**src/rtl/fib_seq_gen.sv**
```systemverilog
// fib_seq_gen: handshaked Fibonacci term generator with seeding, single-step
// and prescaled free-running modes, and sticky overflow detection.
// Optional build macro FIB_SAT_EN: saturate on carry and halt on the next
// handshake instead of wrapping modulo 2^WIDTH.
module fib_seq_gen #(
  parameter int unsigned WIDTH    = 16,
  parameter int unsigned IDX_W    = 8,
  parameter int unsigned TICK_DIV = 50000000
) (
  input  logic             clk,
  input  logic             reset,
  input  logic [WIDTH-1:0] seed_data,
  input  logic             load_a,
  input  logic             load_b,
  input  logic             step,
  input  logic             run_mode,
  output logic [WIDTH-1:0] out_value,
  output logic [IDX_W-1:0] out_index,
  output logic             out_valid,
  input  logic             out_ready,
  output logic             overflow,
  output logic             busy
);

  localparam int unsigned CNT_W = (TICK_DIV > 2) ? $clog2(TICK_DIV) : 1;

  typedef enum logic [1:0] {IDLE, PRESENT, WAIT_TICK, HALT} state_t;

  state_t           state_q, state_d;
  logic [WIDTH-1:0] a_q, a_d, b_q, b_d, val_q, val_d;
  logic [IDX_W-1:0] idx_q, idx_d, oidx_q, oidx_d;
  logic [CNT_W-1:0] cnt_q, cnt_d;
  logic             ovf_q, ovf_d, valid_q, valid_d, busy_q, busy_d;
  logic [WIDTH:0]   sum_c;
  logic             load_c;

  // State and datapath registers; synchronous reset wins over everything
  always_ff @(posedge clk) begin
    if (reset) begin
      state_q <= IDLE;
      a_q     <= '0;
      b_q     <= WIDTH'(1);
      val_q   <= '0;
      idx_q   <= '0;
      oidx_q  <= '0;
      cnt_q   <= '0;
      ovf_q   <= 1'b0;
      valid_q <= 1'b0;
      busy_q  <= 1'b0;
    end else begin
      state_q <= state_d;
      a_q     <= a_d;
      b_q     <= b_d;
      val_q   <= val_d;
      idx_q   <= idx_d;
      oidx_q  <= oidx_d;
      cnt_q   <= cnt_d;
      ovf_q   <= ovf_d;
      valid_q <= valid_d;
      busy_q  <= busy_d;
    end
  end

  // Next-state, advance arithmetic and registered-output precompute
  always_comb begin
    state_d = state_q;
    a_d     = a_q;
    b_d     = b_q;
    val_d   = val_q;
    idx_d   = idx_q;
    oidx_d  = oidx_q;
    cnt_d   = cnt_q;
    ovf_d   = ovf_q;
    sum_c   = {1'b0, a_q} + {1'b0, b_q};
    load_c  = load_a | load_b;

    case (state_q)
      IDLE: begin
        if (load_c) begin
          if (load_a) a_d = seed_data;
          if (load_b) b_d = seed_data;
          idx_d = '0;
          ovf_d = 1'b0;
        end else if (step || run_mode) begin
          state_d = PRESENT;
          val_d   = a_q;
          oidx_d  = idx_q;
        end
      end
      PRESENT: begin
        if (out_ready) begin
          state_d = run_mode ? WAIT_TICK : IDLE;
          cnt_d   = '0;
`ifdef FIB_SAT_EN
          if (ovf_q) begin
            state_d = HALT;
          end else begin
            a_d   = b_q;
            b_d   = sum_c[WIDTH] ? {WIDTH{1'b1}} : sum_c[WIDTH-1:0];
            idx_d = idx_q + IDX_W'(1);
            ovf_d = sum_c[WIDTH];
          end
`else
          a_d   = b_q;
          b_d   = sum_c[WIDTH-1:0];
          idx_d = idx_q + IDX_W'(1);
          ovf_d = ovf_q | sum_c[WIDTH];
`endif
        end
      end
      WAIT_TICK: begin
        if (cnt_q == CNT_W'(TICK_DIV - 2)) begin
          if (run_mode) begin
            state_d = PRESENT;
            val_d   = a_q;
            oidx_d  = idx_q;
          end else begin
            state_d = IDLE;
          end
        end else begin
          cnt_d = cnt_q + CNT_W'(1);
        end
      end
      HALT: begin
        if (load_c) begin
          if (load_a) a_d = seed_data;
          if (load_b) b_d = seed_data;
          idx_d   = '0;
          ovf_d   = 1'b0;
          state_d = IDLE;
        end
      end
      default: state_d = IDLE;
    endcase

    valid_d = (state_d == PRESENT);
    busy_d  = (state_d != IDLE);
  end

  assign out_value = val_q;
  assign out_index = oidx_q;
  assign out_valid = valid_q;
  assign overflow  = ovf_q;
  assign busy      = busy_q;

endmodule

```
**config.mk**
```make
export PLATFORM = sky130hd
export DESIGN_NAME = fib_seq_gen
export DESIGN_NICKNAME = d
export VERILOG_FILES = /design/src/rtl/fib_seq_gen.sv
export SDC_FILE = /design/constraint.sdc
export NUM_CORES = 1
export LEC_CHECK = 0
export ABC_AREA = 1
export CORE_MARGIN = 1
export CORE_UTILIZATION = 50
export CTS_BUF_LIST = sky130_fd_sc_hd__clkbuf_16
export CTS_CLUSTER_DIAMETER = 80
export DETAILED_ROUTE_END_ITERATION = 6
export PLACE_DENSITY = 0.76
export SLEW_MARGIN = 20
export SYNTH_ARGS = -nofsm -noshare
export SYNTH_HDL_FRONTEND = slang
export SYNTH_SLANG_ARGS = --single-unit
```
**constraint.sdc**
```tcl
create_clock -name clk -period 2.1 [get_ports clk]
set_clock_uncertainty 0.2 [all_clocks]
set_input_delay 0.42 -clock clk [delete_from_list [all_inputs] [get_ports clk]]
set_output_delay 0.42 -clock clk [all_outputs]
set_load 0.005 [all_outputs]
```
==> Word-level counts from Yosys, hierarchy flattened <==
Index checks and enable logic that the tools add are counted.
Widths: inputs -> output; s select.
{ "word_totals": {"output_inout_bits": 27, "elab_cells": 76, "reg_bits": 95, "inputBits": 23} }
{ "classes": {"n_eq_ne": 14, "n_reduce_logical": 12, "n_mux": 35, "bitwise_logic": 2, "add_sub_neg": 3} }
{ "op_table": {"columns": ["operator", "count"], "rows": [
  ["$mux 16", 10],
  ["$pmux 16 s2", 3],
  ["$mux 26", 2],
  ["$pmux 26 s2", 1],
  ["$mux 8", 6],
  ["$pmux 8 s2", 2],
  ["$add 26x1->26 const B", 1],
  ["$eq 26x26->1 const B", 1],
  ["$add 16x16->17", 1],
  ["$mux 2", 6],
  ["$ne 2x2->1 const B", 6],
  ["$add 8x1->8 const B", 1],
  ["$pmux 2 s4", 1],
  ["$reduce_and 4->1", 2],
  ["$reduce_bool 2->1", 4],
  ["$ne 2x1->1 const B", 3],
  ["$reduce_and 3->1", 2],
  ["$reduce_and 5->1", 1],
  ["$eq 2x1->1 const B", 2],
  ["$eq 2x2->1 const B", 2],
  ["$mux 1", 3],
  ["$logic_not 2->1", 1],
  ["$or 1x1->1", 2],
  ["$pmux 1 s2", 1],
  ["other kinds (2)", 2]
]} }

==> Longest topological paths before layout <==
{ "depth": {"ltp_word": 5, "depth_mapped": 14} }

==> Worst setup path before layout <==
OpenSTA, ideal clock, no wires.
{ "synth_path": {"path_type": "register to register", "startpoint": "register state_q[0]", "endpoint": "register b_q[0]", "arrival_time_ns": 1.729, "path_slack_ns": 0.048, "synth_period_minus_slack_ns": 2.052, "path_stages_with_launch": 12, "required_ns": 1.777, "path_cell_list": "dfxtp_1 inv_1 ha_1 buf_2 inv_2 o21ai_0 inv_1 o21ai_2 inv_1 buf_2 a21oi_1 o21ai_0"} }
{ "synth_between": {"elab_chain_len": 4} }
{ "synth_rtl": {"columns": ["item", "line_no", "rtl"], "rows": [
  ["from (decl)", "29", "state_t state_q, state_d;"],
  ["from (signal assigned)", "51", "state_q <= state_d;"],
  ["$eq 2x2->1 or $logic_not 2->1 (tied branches)", "77", "case (state_q)"],
  ["$reduce_or 2->1 (no line)", null, null],
  ["$ne 2x1->1 (no line) or $reduce_bool 2->1 (tied branches)", null, null],
  ["$reduce_and 4->1 (no line)", null, null],
  ["to (signal assigned)", "42", "b_q <= WIDTH'(1);"],
  ["to (signal assigned)", "53", "b_q <= b_d;"],
  ["to (decl)", "30", "logic [WIDTH-1:0] a_q, a_d, b_q, b_d, val_q, val_d;"]
]} }
Several ways; a longest one is shown, not always the timed one.
A chain may end at the register's enable or synchronous reset.

==> Worst setup path in the final report <==
{ "layout_path": {"startpoint": "register state_q[1]", "endpoint": "register a_q[9]"} }
{ "layout_between": {"elab_chain_len": 4} }
{ "layout_rtl": {"columns": ["item", "line_no", "rtl"], "rows": [
  ["$eq 2x2->1 or $logic_not 2->1 (tied branches)", "77", null],
  ["$reduce_or 2->1 (no line)", null, null],
  ["$ne 2x1->1 (no line) or $reduce_bool 2->1 (tied branches)", null, null],
  ["$reduce_and 4->1 (no line)", null, null],
  ["to (signal assigned)", "41", "a_q <= '0;"],
  ["to (signal assigned)", "52", "a_q <= a_d;"],
  ["to (decl)", "30", null]
]} }
Several ways; a longest one is shown, not always the timed one.

==> flow_metrics.tcl <==
set metrics [dict create \
    ant_nets 0 \
    tightest_slew_ps 521 \
    total_power_mw 5.48 \
    grt_max_degree 49 \
    slew_headroom 0.653 \
    critPathLaunchType "register" \
    cp_max_fo 15 \
    r2r_start "state_q[1]$_SDFF_PP0_" \
    grt_pass1_wl_microns 23800 \
    min_period_ps 2050 \
    rows 38 \
    cts_buffer_depth 2 \
    clock.fmax_mhz 489 \
    gp_congestion 0.916 \
    reg2reg_slack_ps 50 \
    vias 5603 \
    ys_ff_latch 95 \
    crit_path_max_incr_delay_ps 350 \
    cts_made_buffers 9 \
    crit_type "register to register" \
    antenna_found_initial 0 \
    dieArea_sq_um 11600 \
    antenna_cells 0 \
    drive_above_1_share 0.159 \
    worstSkewPairLatency_ps 350 \
    place_ws_ps -175 \
    syn_to_final_growth_pct 25.8 \
    die_w_microns 108 \
    grt_pass1_vias 5109 \
    synth_top_area_frac 0.340 \
    hpwl_microns 10200 \
    routed_wl_microns 14700 \
    min_delay_path_depth 2 \
    io_buffers 49 \
    powerDensity_nw_per_um2 777 \
    finalHoldViolCount 0 \
    slowest_stage "dfxtp_1" \
    crit_required_ps 2190 \
    final-instance-count-excl-fill 1077 \
    cts-root-buf "clkbuf_16" \
    grt_setup_unrepaired "yes" \
    synth-seq-area-share 0.340 \
    drv_cap 0 \
    ys_warn_count 0 \
    reg2regPathDepth 11 \
    multi_input_area_sq_um 3320 \
    cts_sinks 95 \
    setup_violations 0 \
    fillers 931 \
    core_sq_um 10900 \
    ir_drop_mv 0.728 \
    layout_commonest_cell "nand2_1" \
    die_h_microns 108 \
    grt_remaining_overflow 0 \
    drtPass1Iterations 5 \
    cp.arrival_ps 2140 \
    mappedNetlistArea_sq_um 5600 \
    h-tree-depth 3 \
    layout_setup_ws_ps 54.3 \
    nets 980 \
    gr-usage-all-layers 0.261 \
    syn_avg_cell_area_sq_um 6.64 \
    period_share 0.974 \
    status "finished, final reports clean" \
    ctsHoldBuffers 0 \
    post_drt_wl_per_cell_microns 13.6 \
    r2r-end "a_q[9]$_SDFFE_PP0P_" \
    dp_cells 1052 \
    synth_cell_types 37 \
    drv_slew 0 \
    final_cell_mix "218 x nand2_1, 115 x nor2_1, 93 x dfxtp_1, 72 x inv_1, 72 x a21oi_1" \
    drc 0 \
    drtIter0Drc 393 \
    yosys-top-cells-area "dfxtp_1 34%, nand2_1 15%, nor2_1 7.8%" \
    syn-instance-count 843 \
    worst_setup_path_end_kind "register" \
    leakagePower_nw 2.87 \
    hp-start "overflow$_SDFFE_PP0P_" \
    crit_chain "inv_1, ha_4, nand2_2, buf_4, o21ai_0, inv_1, o21ai_4, buf_12, a21oi_1, a21oi_1, nor2_1" \
    synth_nets 890 \
    boundaryPins 50 \
    initial_core_util 0.514 \
    synth_top_area_cell "dfxtp_1" \
    clkSlewWorstSetupHoldPaths_ps 70 \
    hp-class "register to register" \
    cts_tree "built" \
    register_area_sq_um 1900 \
    worst_hold_path.endpoint "overflow$_SDFFE_PP0P_" \
    whs_ps 256 \
    via_per_inst 5.20 \
]
## flip-flops by register name, indices dropped and copies added, names as in the netlist
| register | count |
|---|---|
| busy | 1 |
| overflow | 1 |
| out_value | 16 |
| a_q | 16 |
| b_q | 16 |
| state_q | 2 |
| out_index | 8 |
| idx_q | 8 |
| cnt_q | 26 |
| out_valid | 1 |
## layer usage
metal | track usage | part of all wire | vias to the layer above
met3 | 0.0484 | 0.041 | 35
met1 | 0.344 | 0.48 | 2516
met4 | 0.118 | 0.031 | 0
met5 | 0 | 0 | -
li1 | - | - | 2910
met2 | 0.411 | 0.45 | 142
## layout make-up
| class | count | share of cell area |
|---|---|---|
| inverter | 78 | 0.0423 |
| clock buffer | 9 | 0.0320 |
| sequential | 95 | 0.270 |
| timing repair buffer | 110 | 0.149 |
| tap | 140 | 0.0249 |
| clock inverter | 6 | 0.00977 |
| multi-input combinational | 639 | 0.472 |
## how the worst max path moves through the flow
stage | endpoint | from | cells after the start | slack, ps
6_report | a_q[9]$_SDFFE_PP0P_ | state_q[1]$_SDFF_PP0_ | 11 | 50
3_5_place_dp | out_value[0]$_SDFFE_PP0P_ | run_mode | 9 | -170
2_1_floorplan | b_q[0]$_SDFFE_PP1P_ | state_q[0]$_SDFF_PP0_ | 11 | 50
4_1_cts | overflow$_SDFFE_PP0P_ | a_q[0]$_SDFFE_PP0P_ | 11 | 20
3_3_place_gp | out_index[4]$_SDFFE_PP0P_ | run_mode | 9 | -150
5_1_grt | cnt_q[17]$_SDFFE_PP0P_ | cnt_q[0]$_SDFFE_PP0P_ | 14 | -40
## per-stage QoR
| step | utilization | setup TNS, ps | instance area, sq um |
|---|---|---|---|
| 5_1_grt | 0.647 | -560 | 7040 |
| 2_1_floorplan | - | 0 | 5600 |
| 4_1_cts | 0.630 | 0 | 6860 |
| 3_3_place_gp | 0.600 | -3620 | 6540 |
| 3_5_place_dp | 0.600 | -4610 | 6540 |
| 6_report | 0.647 | 0 | 7040 |
## cell usage after synthesis
cell type	instances
inv_1	74
nor2_4	1
nand3_1	46
nor3_1	4
buf_6	5
nand3b_1	4
nand2_4	3
clkbuf_1	14
o21bai_1	2
buf_4	1
xor2_1	11
a21oi_1	74
o21a_1	1
inv_2	4
nor3b_1	1
a31oi_1	8
fa_1	1
nand2_8	1
buf_1	3
or2_2	4
buf_2	6
clkbuf_2	1
nor2_2	3
o21ai_2	2
buf_12	1
nand2_1	222
dfxtp_1	95
and2_1	2
a211oi_1	6
nand2_2	12
o21ai_0	55
nor2_1	116
a21oi_2	19
nand4_1	5
o21ai_1	8
xnor2_1	5
ha_1	23
## timing repair
action,CTS,global route
cloned,0,1
setup endpoints to repair,2,71
buffers inserted,0,9
pin swaps,1,7
resized for setup,4,29
## worst max-delay path, delay by kind of cell (launching register included)
kind | cells | cell delay (ps)
AO/OA/AOI/OAI | 4 | 500
adder cells (fa/ha/maj) | 1 | 200
AND/OR/NAND/NOR | 2 | 180
flip-flops | 1 | 350
buffers and inverters | 4 | 530
## report_power, final
| group | total (mW) | switching, mW | leakage (nW) | internal, mW |
|---|---|---|---|---|
| registers | 2.14 | 0.142 | 0.779 | 2.00 |
| clock network | 1.67 | 0.745 | 0.148 | 0.929 |
| logic | 1.66 | 0.911 | 1.94 | 0.747 |
## cell families after synthesis
group | count (synthesis) | synth area share
DFF | 95 | 0.340
adders and majority gates | 24 | 0.0550
and+or+nand+nor | 424 | 0.319
buffers and inverters | 109 | 0.0850
AOI/OAI and AO/OA | 175 | 0.176
xor gates and xnor gates | 16 | 0.0250
Note: power is estimated with default switching activity, not from simulation.
